$ cat src/rtl/treasure_pkg.sv
// Shared state encoding, verdict constants and code formation for treasure_report_ctrl.
package treasure_pkg;

    typedef enum logic [2:0] {
        StIdle,
        StArm,
        StVote,
        StReport,
        StRelease
    } state_e;

    localparam logic [1:0] COL_NONE     = 2'b00;
    localparam logic [1:0] COL_RED      = 2'b01;
    localparam logic [1:0] COL_BLUE     = 2'b10;

    localparam logic [1:0] SHP_NONE     = 2'b00;
    localparam logic [1:0] SHP_DIAMOND  = 2'b01;
    localparam logic [1:0] SHP_SQUARE   = 2'b10;
    localparam logic [1:0] SHP_TRIANGLE = 2'b11;

    localparam logic [3:0] CODE_NONE         = 4'b0000;
    localparam logic [3:0] CODE_INCONCLUSIVE = 4'b1111;

    // No colour (or the unused 11 encoding) means no treasure, regardless of shape.
    function automatic logic [3:0] form_code(input logic [1:0] result, input logic [1:0] shape);
        if (result == COL_RED || result == COL_BLUE) begin
            return {result, shape};
        end
        return CODE_NONE;
    endfunction

endpackage

$ cat src/rtl/sync_2ff.sv
// Two-flop synchronizer for a single asynchronous level, synchronous reset to 0.
module sync_2ff (
    input  logic clk_i,
    input  logic rst_ni,
    input  logic d_i,
    output logic q_o
);

    logic meta_q;
    logic sync_q;

    always_ff @(posedge clk_i) begin
        if (!rst_ni) begin
            meta_q <= 1'b0;
            sync_q <= 1'b0;
        end else begin
            meta_q <= d_i;
            sync_q <= meta_q;
        end
    end

    assign q_o = sync_q;

endmodule

$ cat src/rtl/treasure_report_ctrl.sv
// Frame-voting treasure verdict reporter with req/ack handshake to the Arduino.
// Define TREASURE_SHAPE_MASK_EN to vote and report colour only (shape field forced to 00).
module treasure_report_ctrl
    import treasure_pkg::*;
#(
    parameter int unsigned STABLE_FRAMES = 3,
    parameter int unsigned MAX_FRAMES    = 12,
    parameter int unsigned ACK_TIMEOUT   = 50000
) (
    input  logic       CLK,
    input  logic       RESET_N,
    input  logic       VGA_VSYNC_NEG,
    input  logic [1:0] RESULT,
    input  logic [1:0] SHAPE,
    input  logic       ARD_REQ_SCAN,
    input  logic       ARD_ACK,
    output logic [3:0] DATA_OUT,
    output logic       DATA_VALID,
    output logic       BUSY,
    output logic       TIMEOUT_ERR
);

    logic        req_s;
    logic        ack_s;

    state_e      state_q, state_d;
    logic        vsync_q;
    logic        strobe_q;
    logic [3:0]  cand_q, cand_d;
    logic [3:0]  count_q, count_d;
    logic [7:0]  frames_q, frames_d;
    logic [15:0] tmo_q, tmo_d;
    logic [3:0]  data_q, data_d;
    logic        valid_q, valid_d;
    logic        err_q, err_d;

    logic        tick;
    logic [3:0]  raw_code;
    logic [3:0]  code;
    logic        match;
    logic [3:0]  vote_count;
    logic [7:0]  frames_inc;
    logic [15:0] tmo_inc;

    sync_2ff u_sync_req (
        .clk_i  (CLK),
        .rst_ni (RESET_N),
        .d_i    (ARD_REQ_SCAN),
        .q_o    (req_s)
    );

    sync_2ff u_sync_ack (
        .clk_i  (CLK),
        .rst_ni (RESET_N),
        .d_i    (ARD_ACK),
        .q_o    (ack_s)
    );

    assign tick     = vsync_q & ~VGA_VSYNC_NEG;
    assign raw_code = form_code(RESULT, SHAPE);

`ifdef TREASURE_SHAPE_MASK_EN
    assign code = {raw_code[3:2], SHP_NONE};
`else
    assign code = raw_code;
`endif

    assign match      = (code == cand_q) && (count_q != 4'd0);
    assign vote_count = !match ? 4'd1 : (count_q == 4'hf) ? count_q : count_q + 4'd1;
    assign frames_inc = frames_q + 8'd1;
    assign tmo_inc    = tmo_q + 16'd1;

    always_comb begin
        state_d  = state_q;
        cand_d   = cand_q;
        count_d  = count_q;
        frames_d = frames_q;
        tmo_d    = tmo_q;
        data_d   = data_q;
        valid_d  = valid_q;
        err_d    = err_q;

        case (state_q)
            StIdle: begin
                if (req_s) begin
                    err_d   = 1'b0;
                    state_d = StArm;
                end
            end
            StArm: begin
                if (!req_s) begin
                    state_d = StIdle;
                end else if (strobe_q) begin
                    // First frame after arming may be partial, so it is dropped.
                    cand_d   = CODE_NONE;
                    count_d  = 4'd0;
                    frames_d = 8'd0;
                    state_d  = StVote;
                end
            end
            StVote: begin
                if (!req_s) begin
                    state_d = StIdle;
                end else if (strobe_q) begin
                    frames_d = frames_inc;
                    count_d  = vote_count;
                    cand_d   = code;
                    if (vote_count == 4'(STABLE_FRAMES)) begin
                        data_d  = code;
                        valid_d = 1'b1;
                        tmo_d   = 16'd0;
                        state_d = StReport;
                    end else if (frames_inc == 8'(MAX_FRAMES)) begin
                        data_d  = CODE_INCONCLUSIVE;
                        valid_d = 1'b1;
                        tmo_d   = 16'd0;
                        state_d = StReport;
                    end
                end
            end
            StReport: begin
                tmo_d = tmo_inc;
                if (ack_s) begin
                    valid_d = 1'b0;
                    state_d = StRelease;
                end else if (tmo_inc == 16'(ACK_TIMEOUT)) begin
                    valid_d = 1'b0;
                    err_d   = 1'b1;
                    state_d = StIdle;
                end
            end
            StRelease: begin
                if (!ack_s && !req_s) begin
                    state_d = StIdle;
                end
            end
            default: begin
                valid_d = 1'b0;
                state_d = StIdle;
            end
        endcase
    end

    always_ff @(posedge CLK) begin
        if (!RESET_N) begin
            state_q  <= StIdle;
            vsync_q  <= 1'b1;
            strobe_q <= 1'b0;
            cand_q   <= CODE_NONE;
            count_q  <= 4'd0;
            frames_q <= 8'd0;
            tmo_q    <= 16'd0;
            data_q   <= CODE_NONE;
            valid_q  <= 1'b0;
            err_q    <= 1'b0;
        end else begin
            state_q  <= state_d;
            vsync_q  <= VGA_VSYNC_NEG;
            strobe_q <= tick;
            cand_q   <= cand_d;
            count_q  <= count_d;
            frames_q <= frames_d;
            tmo_q    <= tmo_d;
            data_q   <= data_d;
            valid_q  <= valid_d;
            err_q    <= err_d;
        end
    end

    assign DATA_OUT    = data_q;
    assign DATA_VALID  = valid_q;
    assign BUSY        = (state_q != StIdle);
    assign TIMEOUT_ERR = err_q;

endmodule

$ cat config.mk
export PLATFORM = sky130hd
export DESIGN_NAME = treasure_report_ctrl
export DESIGN_NICKNAME = d
export VERILOG_FILES = /design/src/rtl/treasure_pkg.sv /design/src/rtl/sync_2ff.sv /design/src/rtl/treasure_report_ctrl.sv
export SDC_FILE = /design/constraint.sdc
export NUM_CORES = 1
export LEC_CHECK = 0
export BUFFER_PORTS_ARGS = -buffer_cell sky130_fd_sc_hd__clkbuf_2
export CAP_MARGIN = 20
export CORE_ASPECT_RATIO = 0.9
export CORE_UTILIZATION = 40
export DETAILED_ROUTE_END_ITERATION = 7
export PLACE_DENSITY_LB_ADDON = 0.2
export SYNTH_ARGS = -nofsm -noshare
export SYNTH_HDL_FRONTEND = slang
export SYNTH_SLANG_ARGS = --single-unit
$ cat constraint.sdc
create_clock -name CLK -period 2.9 [get_ports CLK]
set_input_delay 0.725 -clock CLK [delete_from_list [all_inputs] [get_ports CLK]]
set_output_delay 0.725 -clock CLK [all_outputs]
set_load 0.05 [all_outputs]
==> reports/summary.txt <==
Final Skew - 0.00934 ns
worst hold path type - reg2reg
GPL Wtd Cong - 0.802
CTS tree - built
Slew HR - 52.6%
initial antenna violation count - 0
worst-case vdd ir drop - 0.000235 V
top cell type's share of synthesized area - 35.3%
Post-CTS Resized - 0
Hold Path End - strobe_q
FF+latch count, synth - 47
max capacitance violation total - 0
Setup TNS - 0 ns
Pwr per Cell Area - 393 nW/µm²
Lkg Pwr - 0.987 nW
Setup crit end kind - flip-flop
RSZ-0062 raised after global routing - false
drt pass-1 iters - 4
ranking of synthesized cells by area - dfxtp_1 (35%), a21oi_1 (5.1%), o21ai_0 (4.1%), nor2_1 (3.8%), ha_1 (3.8%)
Async S/R FF share, synth - 0%
Seq pwr share - 57.5%
sinks on the clock net - 47
sequential share of the synthesized area - 35.3%
sw frac - 22.3%
clk_lat worst skew - 0.30 ns
Horiz. Die Dim - 88.1 µm
Reg-to-Reg Start - frames_q[0]
Mapped Nets - 345
post-CTS setup buffer count - 0
first-pass GRT wire length - 10600 µm
Die Area - 7000 µm²
combinational power share - 3.7%
Post-layout nets - 352
Inserted Diodes - 0
distinct cell type count after synthesis - 52
CTS buffer count - 5
crit-path max FO - 11
top_reg_cell synth - dfxtp_1
Final Hold Viols - 0
hold-fix buffers at CTS - 0
worst-margin pin slew - 0.701 ns
DR vias - 2409
Slew Limit Fails - 0
minimum clock period - 2.48 ns
IO Pins - 16
fillers - 645
CTS clock-pin slew for the worst setup and hold paths - 0.09 ns
DP HPWL - 4260 µm
final-report setup violation count - 0
Avg Cell Area, Syn - 8.14 µm²
CP Data Arrival Time - 2.70 ns
Core ar. - 6280 µm²
number of port buffers - 15
Int Power - 0.883 mW
outcome - complete, no violations
via/cell ratio - 5.70
synth warn - 0
cell row count - 27
fraction of layout cells with a size suffix above 1 - 12.8%
Post-synth EDFFs - 0
gr ovfl total - 0
routed len/inst - 14.7 µm
die height - 79.5 µm
Layout area overhead - 8.44%
dominant cell type by area after synthesis - dfxtp_1
DRC - 0
Worst setup SP type - flip-flop
largest net degree at the start of global routing - 29
CTS Root Buffer Type - clkbuf_8
Post-DRT Antenna Nets - 0
reg2reg path depth - 8
clock share of power - 38.8%
Worst EP required - 3.12 ns
CTS HTree Levels - 2
Cell Area, Synth - 2670 µm²
vias in the first global route - 2149
sw power - 0.253 mW
CTS Buffer Depth - 2
WS Path Type - reg2reg
fin crit share - 85.5%
Routed WL - 6230 µm
WHS Path Cells - 2
HP Start - vsync_q
initial core utilization - 42.5%
Iteration-0 DRC Markers - 142
Cells after Synth - 328
RR Endpoint - tmo_q[3]
GRT Overall Usage - 19.2%
FF-to-FF setup slack - 0.42 ns
worst-case hold slack - 0.421 ns
f_max - 0.403 GHz
==> layer usage <==
layer | wire length [µm] | part of all wire, % | global-route usage, %
met1 | 3230 | 52 | 27.8
met2 | 2740 | 44 | 29.0
met3 | 183 | 2.9 | 3.21
met4 | 81 | 1.3 | 5.48
met5 | 0 | 0 | 0
==> cell usage in the layout, fill, tap and decap left out, types with 2 or more instances in the layout <==
cell type and instances:
a211oi_1 2, a21o_1 4, a21oi_1 27, a22oi_1 5, a311oi_1 2, a31oi_1 15
and2_1 4, and3_1 6, buf_4 5, clkbuf_2 15, clkbuf_8 7, dfxtp_1 47
ha_1 8, inv_1 11, nand2_1 18, nand2b_1 4, nand3_1 20, nand3_2 2
nand3b_1 5, nand4_1 5, nor2_1 27, nor2b_1 3, nor3_1 9, nor4_1 4
o211ai_1 8, o21a_1 3, o21ai_0 22, o221a_2 4, o32a_1 2, or2_2 3
or3_1 7, xnor2_1 7, xor2_1 6
==> power groups by stage <==
| stage | logic (mW) | clock network, mW | registers [mW] |
|---|---|---|---|
| 6_report | 0.0420 | 0.440 | 0.654 |
| 5_1_grt | 0.0471 | 0.478 | 0.654 |
| 4_1_cts | 0.0425 | 0.456 | 0.654 |
| 3_5_place_dp | 0.0422 | 0 | 0.669 |
| 3_3_place_gp | 0.0417 | 0 | 0.669 |
| 2_1_floorplan | 0.0298 | 0 | 0.667 |
==> flip-flops by register name, indices dropped and copies added (netlist names), 3 cells and up <==
register  cells
DATA_OUT      4
cand_q        4
count_q       4
frames_q      8
state_q       3
tmo_q        16
==> critical path, stage by stage (launching register included) <==
cell and delay [ns]:
dfxtp_1 0.44, ha_1 0.32, nand3_1 0.15, or2_2 0.33, a31oi_1 0.22, o32a_1 0.41, o21ai_2 0.08, buf_4 0.19
a311oi_1 0.25
==> worst max path at each step <==
stage | from | end | cells after the start
floorplan | RESULT[0] | DATA_VALID | 8
global placement | RESULT[0] | DATA_VALID | 8
detailed placement | RESULT[0] | DATA_VALID | 8
CTS | frames_q[0] | tmo_q[3] | 8
global route | frames_q[0] | tmo_q[3] | 8
finish | frames_q[0] | tmo_q[3] | 8
==> cells by family (layout without fill, tap and decap cells) <==
logic type,Yosys count,after routing,synth area share [%]
mux,1,1,0.375
buf+inv,32,40,5.30
fa+ha+maj,8,8,3.75
xor+xnor,13,13,4.27
compound gates,105,105,26.6
simple gates,122,122,24.4
flops,47,47,35.3
==> synth_stat cells (2+ instances only) <==
cell / number
nand3b_1: 5
o221a_2: 4
a21o_1: 4
clkbuf_1: 12
nand3_1: 20
nand4_1: 5
inv_1: 11
and3_1: 6
nand2b_1: 4
buf_4: 2
dfxtp_1: 47
nand2_1: 18
nor4_1: 4
a22oi_1: 5
xnor2_1: 7
or2_2: 3
buf_2: 5
o211ai_1: 8
o21ai_0: 22
a211oi_1: 2
a311oi_1: 2
a31oi_1: 15
nor2_1: 27
nor2b_1: 3
and2_1: 4
ha_1: 8
or3_1: 7
a21oi_1: 27
o32a_1: 2
o21a_1: 3
xor2_1: 6
nand3_2: 2
nor3_1: 9
==> layout make-up <==
type                    count  area [µm²]  share of cell area [%]
clock buffers               8         100                    3.46
inverters                  12        45.0                    1.56
multi-input cells         249        1590                    54.8
flip-flops and latches     47         941                    32.5
well taps                  87         109                    3.76
repair buffers             20         113                    3.89
==> metrics by stage <==
step	util (%)	worst slack [ns]	cells	instance area (µm²)	power, mW
2_1_floorplan	-	0.410	328	2670	0.697
3_3_place_gp	44.5	0.226	415	2790	0.710
3_5_place_dp	44.5	0.179	415	2790	0.711
4_1_cts	46.1	0.402	423	2890	1.15
5_1_grt	46.1	0.195	423	2890	1.18
6_report	46.1	0.420	423	2890	1.14
Note: power is estimated with default switching activity, not from simulation.
